$ cat src/rtl/display_pkg.sv
// Shared types and constants for the seven-segment display blocks.
package display_pkg;

    localparam int          DIGITS     = 4;
    localparam logic [3:0]  BLANK_CODE = 4'hF;

    typedef logic [3:0] digit_t;

    // A complete display image: four hex nibbles plus one decimal point per digit.
    typedef struct packed {
        logic [15:0] value;
        logic [3:0]  dp;
    } disp_word_t;

    // Select nibble 'idx' of a 16-bit display value (digit 0 = bits [3:0]).
    function automatic digit_t nibble_of(input logic [15:0] v, input logic [1:0] idx);
        digit_t n;
        case (idx)
            2'd0:    n = v[3:0];
            2'd1:    n = v[7:4];
            2'd2:    n = v[11:8];
            default: n = v[15:12];
        endcase
        return n;
    endfunction

endpackage

$ cat src/rtl/display_scanner_lz_blank_mask.sv
// Leading-zero blank mask for a 4-digit hex value. Bit k is set when digit k
// and every digit above it are zero; digit 0 is never blanked so a value of
// zero still shows a single "0".
module lz_blank_mask (
    input  logic [15:0] value,
    output logic [3:0]  mask
);

    // Zero-run detection from the most significant digit downward.
    always_comb begin
        mask    = 4'b0000;
        mask[3] = (value[15:12] == 4'h0);
        mask[2] = mask[3] && (value[11:8] == 4'h0);
        mask[1] = mask[2] && (value[7:4] == 4'h0);
        mask[0] = 1'b0;
    end

endmodule

$ cat src/rtl/display_scanner.sv
// Time-multiplexed scan controller for a 4-digit common-anode seven-segment
// display. A loaded value is staged in 'pend' and only copied into the
// displayed image at a frame boundary, so a frame is never torn.
module display_scanner
    import display_pkg::*;
#(
    parameter int REFRESH_DIV = 100_000,
    parameter bit LZ_BLANK    = 1'b1
) (
    input  logic        clk,
    input  logic        rst_n,
    input  logic        enable,
    input  logic        load,
    input  logic [15:0] value,
    input  logic [3:0]  dp_pos,
    output logic [3:0]  digit_code,
    output logic [3:0]  anode_n,
    output logic        dp_n,
    output logic [1:0]  digit_idx
);

    localparam int               PRE_W    = $clog2(REFRESH_DIV);
    localparam logic [PRE_W-1:0] PRE_LAST = PRE_W'(REFRESH_DIV - 1);

    // Staging and displayed images
    disp_word_t pend_q, pend_d;
    logic       pend_valid_q, pend_valid_d;
    disp_word_t shown_q, shown_d;
    disp_word_t in_word;

    // Scan position; run_q remembers that scanning was active last cycle, so
    // the first enabled edge starts digit 0 with a full-length slot.
    logic [PRE_W-1:0] pre_q, pre_d;
    logic [1:0]       idx_q, idx_d;
    logic             run_q, run_d;

    // Registered outputs
    digit_t     digit_code_q, digit_code_d;
    logic [3:0] anode_n_q, anode_n_d;
    logic       dp_n_q, dp_n_d;
    logic [1:0] digit_idx_q, digit_idx_d;

    logic       tick;
    logic       wrap;
    logic       xfer;
    logic       upd;
    logic [3:0] lz_mask;
    logic [3:0] blank_mask;
    digit_t     cur_nib;

    assign in_word = {value, dp_pos};

    // Blank mask for the image that will be displayed after this edge.
    lz_blank_mask u_lz_blank_mask (
        .value (shown_d.value),
        .mask  (lz_mask)
    );

    assign blank_mask = LZ_BLANK ? lz_mask : 4'b0000;

    // Prescaler and digit index: held at zero while disabled, restart on enable.
    always_comb begin
        run_d = run_q;
        pre_d = pre_q;
        idx_d = idx_q;
        tick  = 1'b0;
        if (!enable) begin
            run_d = 1'b0;
            pre_d = '0;
            idx_d = 2'd0;
        end else if (!run_q) begin
            run_d = 1'b1;
            pre_d = '0;
            idx_d = 2'd0;
        end else if (pre_q == PRE_LAST) begin
            tick  = 1'b1;
            pre_d = '0;
            idx_d = idx_q + 2'd1;
        end else begin
            pre_d = pre_q + 1'b1;
        end
        wrap = tick && (idx_q == 2'd3);
        // The image may be replaced at a frame wrap, on the scan start edge,
        // or at any time while the display is blanked.
        xfer = !enable || !run_q || wrap;
        upd  = enable && (!run_q || tick);
    end

    // Load staging and frame-boundary transfer into the displayed image.
    always_comb begin
        pend_d       = pend_q;
        pend_valid_d = pend_valid_q;
        shown_d      = shown_q;
        if (xfer) begin
            if (load) begin
                shown_d      = in_word;
                pend_d       = in_word;
                pend_valid_d = 1'b0;
            end else if (pend_valid_q) begin
                shown_d      = pend_q;
                pend_valid_d = 1'b0;
            end
        end else if (load) begin
            pend_d       = in_word;
            pend_valid_d = 1'b1;
        end
    end

    // Per-digit output decode from the next index and next displayed image.
    always_comb begin
        digit_code_d = digit_code_q;
        anode_n_d    = anode_n_q;
        dp_n_d       = dp_n_q;
        digit_idx_d  = digit_idx_q;
        cur_nib      = nibble_of(shown_d.value, idx_d);
        if (!enable) begin
            digit_code_d = BLANK_CODE;
            anode_n_d    = 4'b1111;
            dp_n_d       = 1'b1;
            digit_idx_d  = 2'd0;
        end else if (upd) begin
            digit_code_d = blank_mask[idx_d] ? BLANK_CODE : cur_nib;
            anode_n_d    = ~(4'b0001 << idx_d);
            dp_n_d       = ~shown_d.dp[idx_d];
            digit_idx_d  = idx_d;
        end
    end

    // State registers with asynchronous active-low reset.
    always_ff @(posedge clk or negedge rst_n) begin
        if (!rst_n) begin
            pend_q       <= '0;
            pend_valid_q <= 1'b0;
            shown_q      <= '0;
            pre_q        <= '0;
            idx_q        <= 2'd0;
            run_q        <= 1'b0;
            digit_code_q <= BLANK_CODE;
            anode_n_q    <= 4'b1111;
            dp_n_q       <= 1'b1;
            digit_idx_q  <= 2'd0;
        end else begin
            pend_q       <= pend_d;
            pend_valid_q <= pend_valid_d;
            shown_q      <= shown_d;
            pre_q        <= pre_d;
            idx_q        <= idx_d;
            run_q        <= run_d;
            digit_code_q <= digit_code_d;
            anode_n_q    <= anode_n_d;
            dp_n_q       <= dp_n_d;
            digit_idx_q  <= digit_idx_d;
        end
    end

    assign digit_code = digit_code_q;
    assign anode_n    = anode_n_q;
    assign dp_n       = dp_n_q;
    assign digit_idx  = digit_idx_q;

endmodule

$ cat config.mk
export PLATFORM = sky130hd
export DESIGN_NAME = display_scanner
export DESIGN_NICKNAME = d
export VERILOG_FILES = /design/src/rtl/display_pkg.sv /design/src/rtl/display_scanner_lz_blank_mask.sv /design/src/rtl/display_scanner.sv
export SDC_FILE = /design/constraint.sdc
export NUM_CORES = 1
export LEC_CHECK = 0
export BUFFER_PORTS_ARGS = -buffer_cell sky130_fd_sc_hd__buf_2
export CAP_MARGIN = 20
export CELL_PAD_IN_SITES_DETAIL_PLACEMENT = 0
export CELL_PAD_IN_SITES_GLOBAL_PLACEMENT = 1
export CORE_UTILIZATION = 46
export DETAILED_ROUTE_END_ITERATION = 12
export PLACE_DENSITY_LB_ADDON = 0.1
export SETUP_SLACK_MARGIN = 0.15
export SLEW_MARGIN = 10
export SYNTH_ARGS = -nofsm -noshare
export SYNTH_HDL_FRONTEND = slang
export SYNTH_SLANG_ARGS = --single-unit
$ cat constraint.sdc
create_clock -name clk -period 3.5 [get_ports clk]
set_clock_uncertainty 0.1 [all_clocks]
set_input_delay 0.35 -clock clk [delete_from_list [all_inputs] [get_ports clk]]
set_output_delay 0.35 -clock clk [all_outputs]
set_load 0.005 [all_outputs]
After elaboration in Yosys (flattened, before gate mapping)
Cells that the tools add are included.
{ "classes": {"addsub": 2, "n_mul": 0, "eq_ne": 5, "reduce_logical": 14, "mux": 29, "order_cmp": 1, "n_shift": 1, "n_bitwise": 2, "div_mod_pow": 0} }
{ "ops": {"columns": ["op", "count"], "rows": [
  ["$mux W20", 3],
  ["$mux W17", 3],
  ["$mux W4", 5],
  ["$add A17 B1 Y17 const B", 1],
  ["$eq A17 B17 Y1 const B", 1],
  ["$logic_not A4 Y1", 3],
  ["$pmux W4 S3", 1],
  ["$mux W1", 10],
  ["$mux W2", 5],
  ["$bmux W1 S2", 2],
  ["$eq A2 B2 Y1 const B", 2],
  ["$logic_and A1 B1 Y1", 4],
  ["$not A4 Y4", 1],
  ["$shl A1 B2 Y4 const A", 1],
  ["$logic_or A1 B1 Y1", 3],
  ["$lt A2 B3 Y1 const B", 1],
  ["$add A2 B1 Y2 const B", 1],
  ["$eq A2 B1 Y1 const B", 1],
  ["$logic_not A1 Y1", 2],
  ["$logic_not A2 Y1", 1],
  ["$ne A2 B1 Y1 const B", 1],
  ["$reduce_bool A2 Y1", 1],
  ["$not A1 Y1", 1]
]} }
{ "word_totals": {"inputBits": 24, "elab_cells": 66, "romBits": 0, "mem_count": 0, "register_bits": 72, "latchBits": 0, "ramBits": 0} }

Logic depth before layout (Yosys ltp)
{ "logic_depth": {"ltp_word": 15, "depth_mapped": 10} }

By module
A second synthesis with hierarchy kept.
{ "unflattened": {"cells_unflattened": 274, "area_unflattened_um2": 3279.4} }
{ "modules_own_cells": {"columns": ["mod", "seq_area_each_um2", "instances", "cells_each", "area_per_inst_um2"], "rows": [
  ["display_scanner", 1813.0, 1, 266, 3224.3],
  ["lz_blank_mask", 0.0, 1, 8, 55.1]
]} }

Least setup slack after synthesis
OpenSTA, ideal clock, no wires.
{ "synth_timing": {"path_kind": "reg-to-reg", "from": "reg pre_q[0]", "to": "reg digit_code_q[1], in the netlist digit_code[1]", "stages_incl_launch_ff": 9, "period_less_slack_ns": 2.480, "t_arrival_ns": 2.303, "setup_slack_ns": 1.020, "setup_ns": 0.077, "path_cell_list": "dfrtp_1 > ha_1 > and4_1 > nand4_4 > o21ai_2 > mux2_2 > a2111oi_4 > o22ai_2 > a31oi_1"} }
{ "synth_rtl": {"columns": ["element", "line_no", "text"], "rows": [
  ["from (decl)", "display_scanner.sv:33", "logic [PRE_W-1:0] pre_q, pre_d;"],
  ["from (signal assigned)", "display_scanner.sv:146", "pre_q <= pre_d;"],
  ["to (signal assigned)", "display_scanner.sv:149", "digit_code_q <= digit_code_d;"],
  ["to (decl)", "display_scanner.sv:38", "digit_t digit_code_q, digit_code_d;"]
]} }

Worst setup path in the final report
{ "layout_timing": {"from": "reg pre_q[0]", "to": "reg digit_code_q[1], in the netlist digit_code[1]"} }
{ "layout_between": {"word_cells_on_any_way": 27, "cone_classes": "eq/ne: 4; mux: 13; reduce/logical: 10"} }
{ "layout_rtl": {"columns": ["element", "line_no", "text"], "rows": [
  ["$eq A17 B17 Y1 (*)", "display_scanner.sv:75", "end else if (pre_q == PRE_LAST) begin"],
  ["$mux W2 (*)", "display_scanner.sv:75", null],
  ["$mux W2 (*)", "display_scanner.sv:71", "end else if (!run_q) begin"],
  ["$mux W2 (*)", "display_scanner.sv:67", "if (!enable) begin"],
  ["net idx_d[1]", "display_scanner.sv:34", "logic [1:0] idx_q, idx_d;"],
  ["$eq A2 B2 Y1, or another cell as far along", "display_pkg.sv:18", "case (idx)"],
  ["$pmux W4 S3 or $mux W1 (tied branches)", "display_pkg.sv:18, display_scanner.sv:122", null],
  ["$mux W4 (*)", "display_scanner.sv:122", "digit_code_d = blank_mask[idx_d] ? BLANK_CODE : cur_nib;"],
  ["$mux W4 (*)", "display_scanner.sv:121", "end else if (upd) begin"],
  ["$mux W4 (*)", "display_scanner.sv:116", "if (!enable) begin"]
]} }
The timed path passes the listed nets; every way through them passes the cells marked *. The select of a mux whose other input is x is not followed.
A chain may end at the register's enable or synchronous reset.

==> summary.md <==
| Metric | Value |
|---|---|
| Iter 0 DRT Violations | `101` |
| Largest net degree at the start of global routing | `29` |
| Post-Syn Instances | `311` |
| Initial antenna violation count | `0` |
| Syn. warnings | `0` |
| Total number of vias | `2347` |
| Post-layout util | `0.553` |
| Row count | `30` |
| Hold Fails Final Rpt | `0` |
| Post-CTS Setup Inserts | `0` |
| Leakage | `1.74 nW` |
| PD cells | `460 nW/um^2` |
| DP Wirelength | `4.87 mm` |
| Post-route ant nets | `0` |
| WP data required | `3670 ps` |
| PostCTS Resize Cnt | `0` |
| Asr flop ratio synth | `1.00` |
| Maximum VDD drop | `0.195 mV` |
| Tot Pwr | `0.00177 W` |
| F_max | `335 MHz` |
| CTS Sinks | `72` |
| Global-route wire length before repair | `11.6 mm` |
| Number of H-tree levels | `3` |
| Grt total ovfl | `0` |
| Total track usage | `0.203` |
| Register area | `1810 um^2` |
| Maximum fanout along the worst path | `13` |
| # port buffers | `34` |
| 1st-pass router iterations | `4` |
| Fin crit share | `0.852` |
| Initial Util | `0.487` |
| Vias per inst | `5.20` |
| Io pins | `35` |
| Setup TNS | `0 ps` |
| CTS clock-pin slew for the worst setup and hold paths | `90 ps` |
| Max-cap viol count | `0` |
| Post-Syn Area | `3380 um^2` |
| Least-Margin Pin Slew | `549 ps` |
| CTS Buf Count | `9` |
| CP Class | `reg -> reg` |
| Area of the multi-input gates | `1460 um^2` |
| Final setup fails | `0` |
| Rel. slew slack | `0.634` |
| Fin. max-slew vios | `0` |
| CTS tree | `yes` |
| Root buffer cell | `clkbuf_8` |
| Layout cell share with drive strength beyond 1 | `0.265` |
| Synthesized Nets | `337` |
| Core Area | `6940 um^2` |
| Routability congestion estimate | `0.795` |
| Min-delay worst type | `in -> reg` |
| Total Wirelength | `6.92 mm` |
| Worst setup margin | `517 ps` |
| Die footprint | `7690 um^2` |
| Die Ht | `87.7 um` |
| Flops & latches, synth | `72` |
| Outcome | `complete, no violations` |
| Post-placement setup slack | `567 ps` |
| Fillcell total | `660` |
| Crit path DAT | `3150 ps` |
| CTS max path bufs | `2` |
| Post-synth EDFFs | `0` |
| Post-synth top flop | `dfrtp_1` |
| Startpoint types | `register` |
| WL per Instance | `15.3 um` |
| CTS Hold Bufs | `1` |
| Final #Nets | `376` |
| Most frequent cells in the layout | `63 x dfrtp_1, 37 x nand2_1, 36 x nor2_1` |
| Syn_area_per_cell | `10.9 um^2` |
| N_diodes | `0` |
| Placed inst area | `3650 um^2` |
| Crit end category | `register` |
| RSZ-0062 raised after global routing | `false` |
| Vias in the first global route | `2327` |
| Commonest non-fill, non-tap cell in the layout | `dfrtp_1` |
| Final instance area | `3840 um^2` |
| Clock latency on the worst-skew pair | `360 ps` |
| Post-route DRC | `0` |
| Post-layout min period | `2980 ps` |
| Yosys cell types | `53` |
| Area growth, synth to finish | `13.7%` |
| Sequential area share after synthesis | `0.536` |
| Die Span X | `87.7 um` |
per-layer routing:
layer / part of all wire / vias up / wire [um] / global-route usage
met3: 0.031 / 15 / 217 / 0.0424
met4: 0.020 / 0 / 137 / 0.0849
met5: 0 / - / 0 / 0
met1: 0.52 / 1123 / 3590 / 0.293
met2: 0.43 / 44 / 2980 / 0.297
li1: - / 1165 / - / -
cells by family (layout without fill, tap and decap cells):
logic type,Yosys count,after routing,share of synthesized area
buf+inv,25,69,0.0311
fa+ha+maj,2,2,0.00740
xor+xnor,13,13,0.0337
mux,34,34,0.112
simple gates,114,114,0.175
compound gates,51,51,0.104
flops,72,72,0.536
area by class of cell:
type,instances,area share
clock buffer,10,0.0358
timing repair buffer,40,0.0567
clock inverter,6,0.0114
multi-input combinational,214,0.380
inverter,13,0.0127
sequential,72,0.472
tap,96,0.0313
Yosys cell counts (2+ instances only):
cell / number / share of area
xnor2_1: 2 / 0.0052
a211oi_1: 2 / 0.0044
xor2_1: 11 / 0.029
nand3b_1: 2 / 0.0044
mux2_2: 17 / 0.057
nor2_1: 36 / 0.040
ha_1: 2 / 0.0074
inv_1: 12 / 0.013
and4bb_2: 3 / 0.011
dfrtp_1: 63 / 0.47
buf_4: 2 / 0.0044
and2_1: 2 / 0.0037
nor3_1: 3 / 0.0044
nor4b_1: 2 / 0.0052
nand4_1: 2 / 0.0037
a22oi_1: 3 / 0.0067
or3_1: 3 / 0.0056
and3_1: 5 / 0.0093
nand3_1: 7 / 0.010
buf_2: 3 / 0.0044
o32ai_1: 2 / 0.0052
a21oi_1: 15 / 0.022
dfstp_2: 9 / 0.070
a31oi_1: 5 / 0.0093
clkbuf_1: 6 / 0.0067
o21ai_0: 12 / 0.018
nor4_1: 2 / 0.0037
nand2_1: 37 / 0.041
and4_1: 3 / 0.0078
mux2i_1: 15 / 0.044
through the flow:
step | hold WS (ps) | instances
after CTS | 41.9 | 451
after floorplan | -45.6 | 311
after global placement | 254 | 434
final | 64.4 | 451
after global routing | 62.0 | 451
after detailed placement | 264 | 434
final timing paths:
kind,startpoint,to,slack [ps],depth (start not counted)
max reg2reg,pre_q[0],digit_code[1],520,9
min in group asynchronous,rst_n,shown_q[0],420,2
max in group asynchronous,rst_n,anode_n[1],2080,3
min reg2reg,shown_q[7],shown_q[7],380,2
min,enable,run_q,60,1
max,pre_q[0],digit_code[1],520,9
report_power, final:
group | internal (W) | switching (W) | total, W
combinational | 0.0000893 | 0.000121 | 0.000210
sequential | 0.000910 | 0.0000306 | 0.000941
clock | 0.000277 | 0.000337 | 0.000615
total | 0.00128 | 0.000489 | 0.00177
flip-flops by register name (all words and copies together) (netlist names):
signal / flops
pend_valid_q: 1
shown_q: 20
digit_idx: 2
pend_q: 20
digit_code: 4
dp_n: 1
run_q: 1
pre_q: 17
anode_n: 4
idx_q: 2
worst max-delay path: stages (launching register included):
cell      delay (ps)
dfrtp_1          400
ha_1             230
and4_1           340
and4_1           410
mux2_4           340
clkinv_1         290
a21oi_1          230
a22oi_1           90
a211oi_1         340
a31oi_1          130
Note: power is estimated with default switching activity, not from simulation.
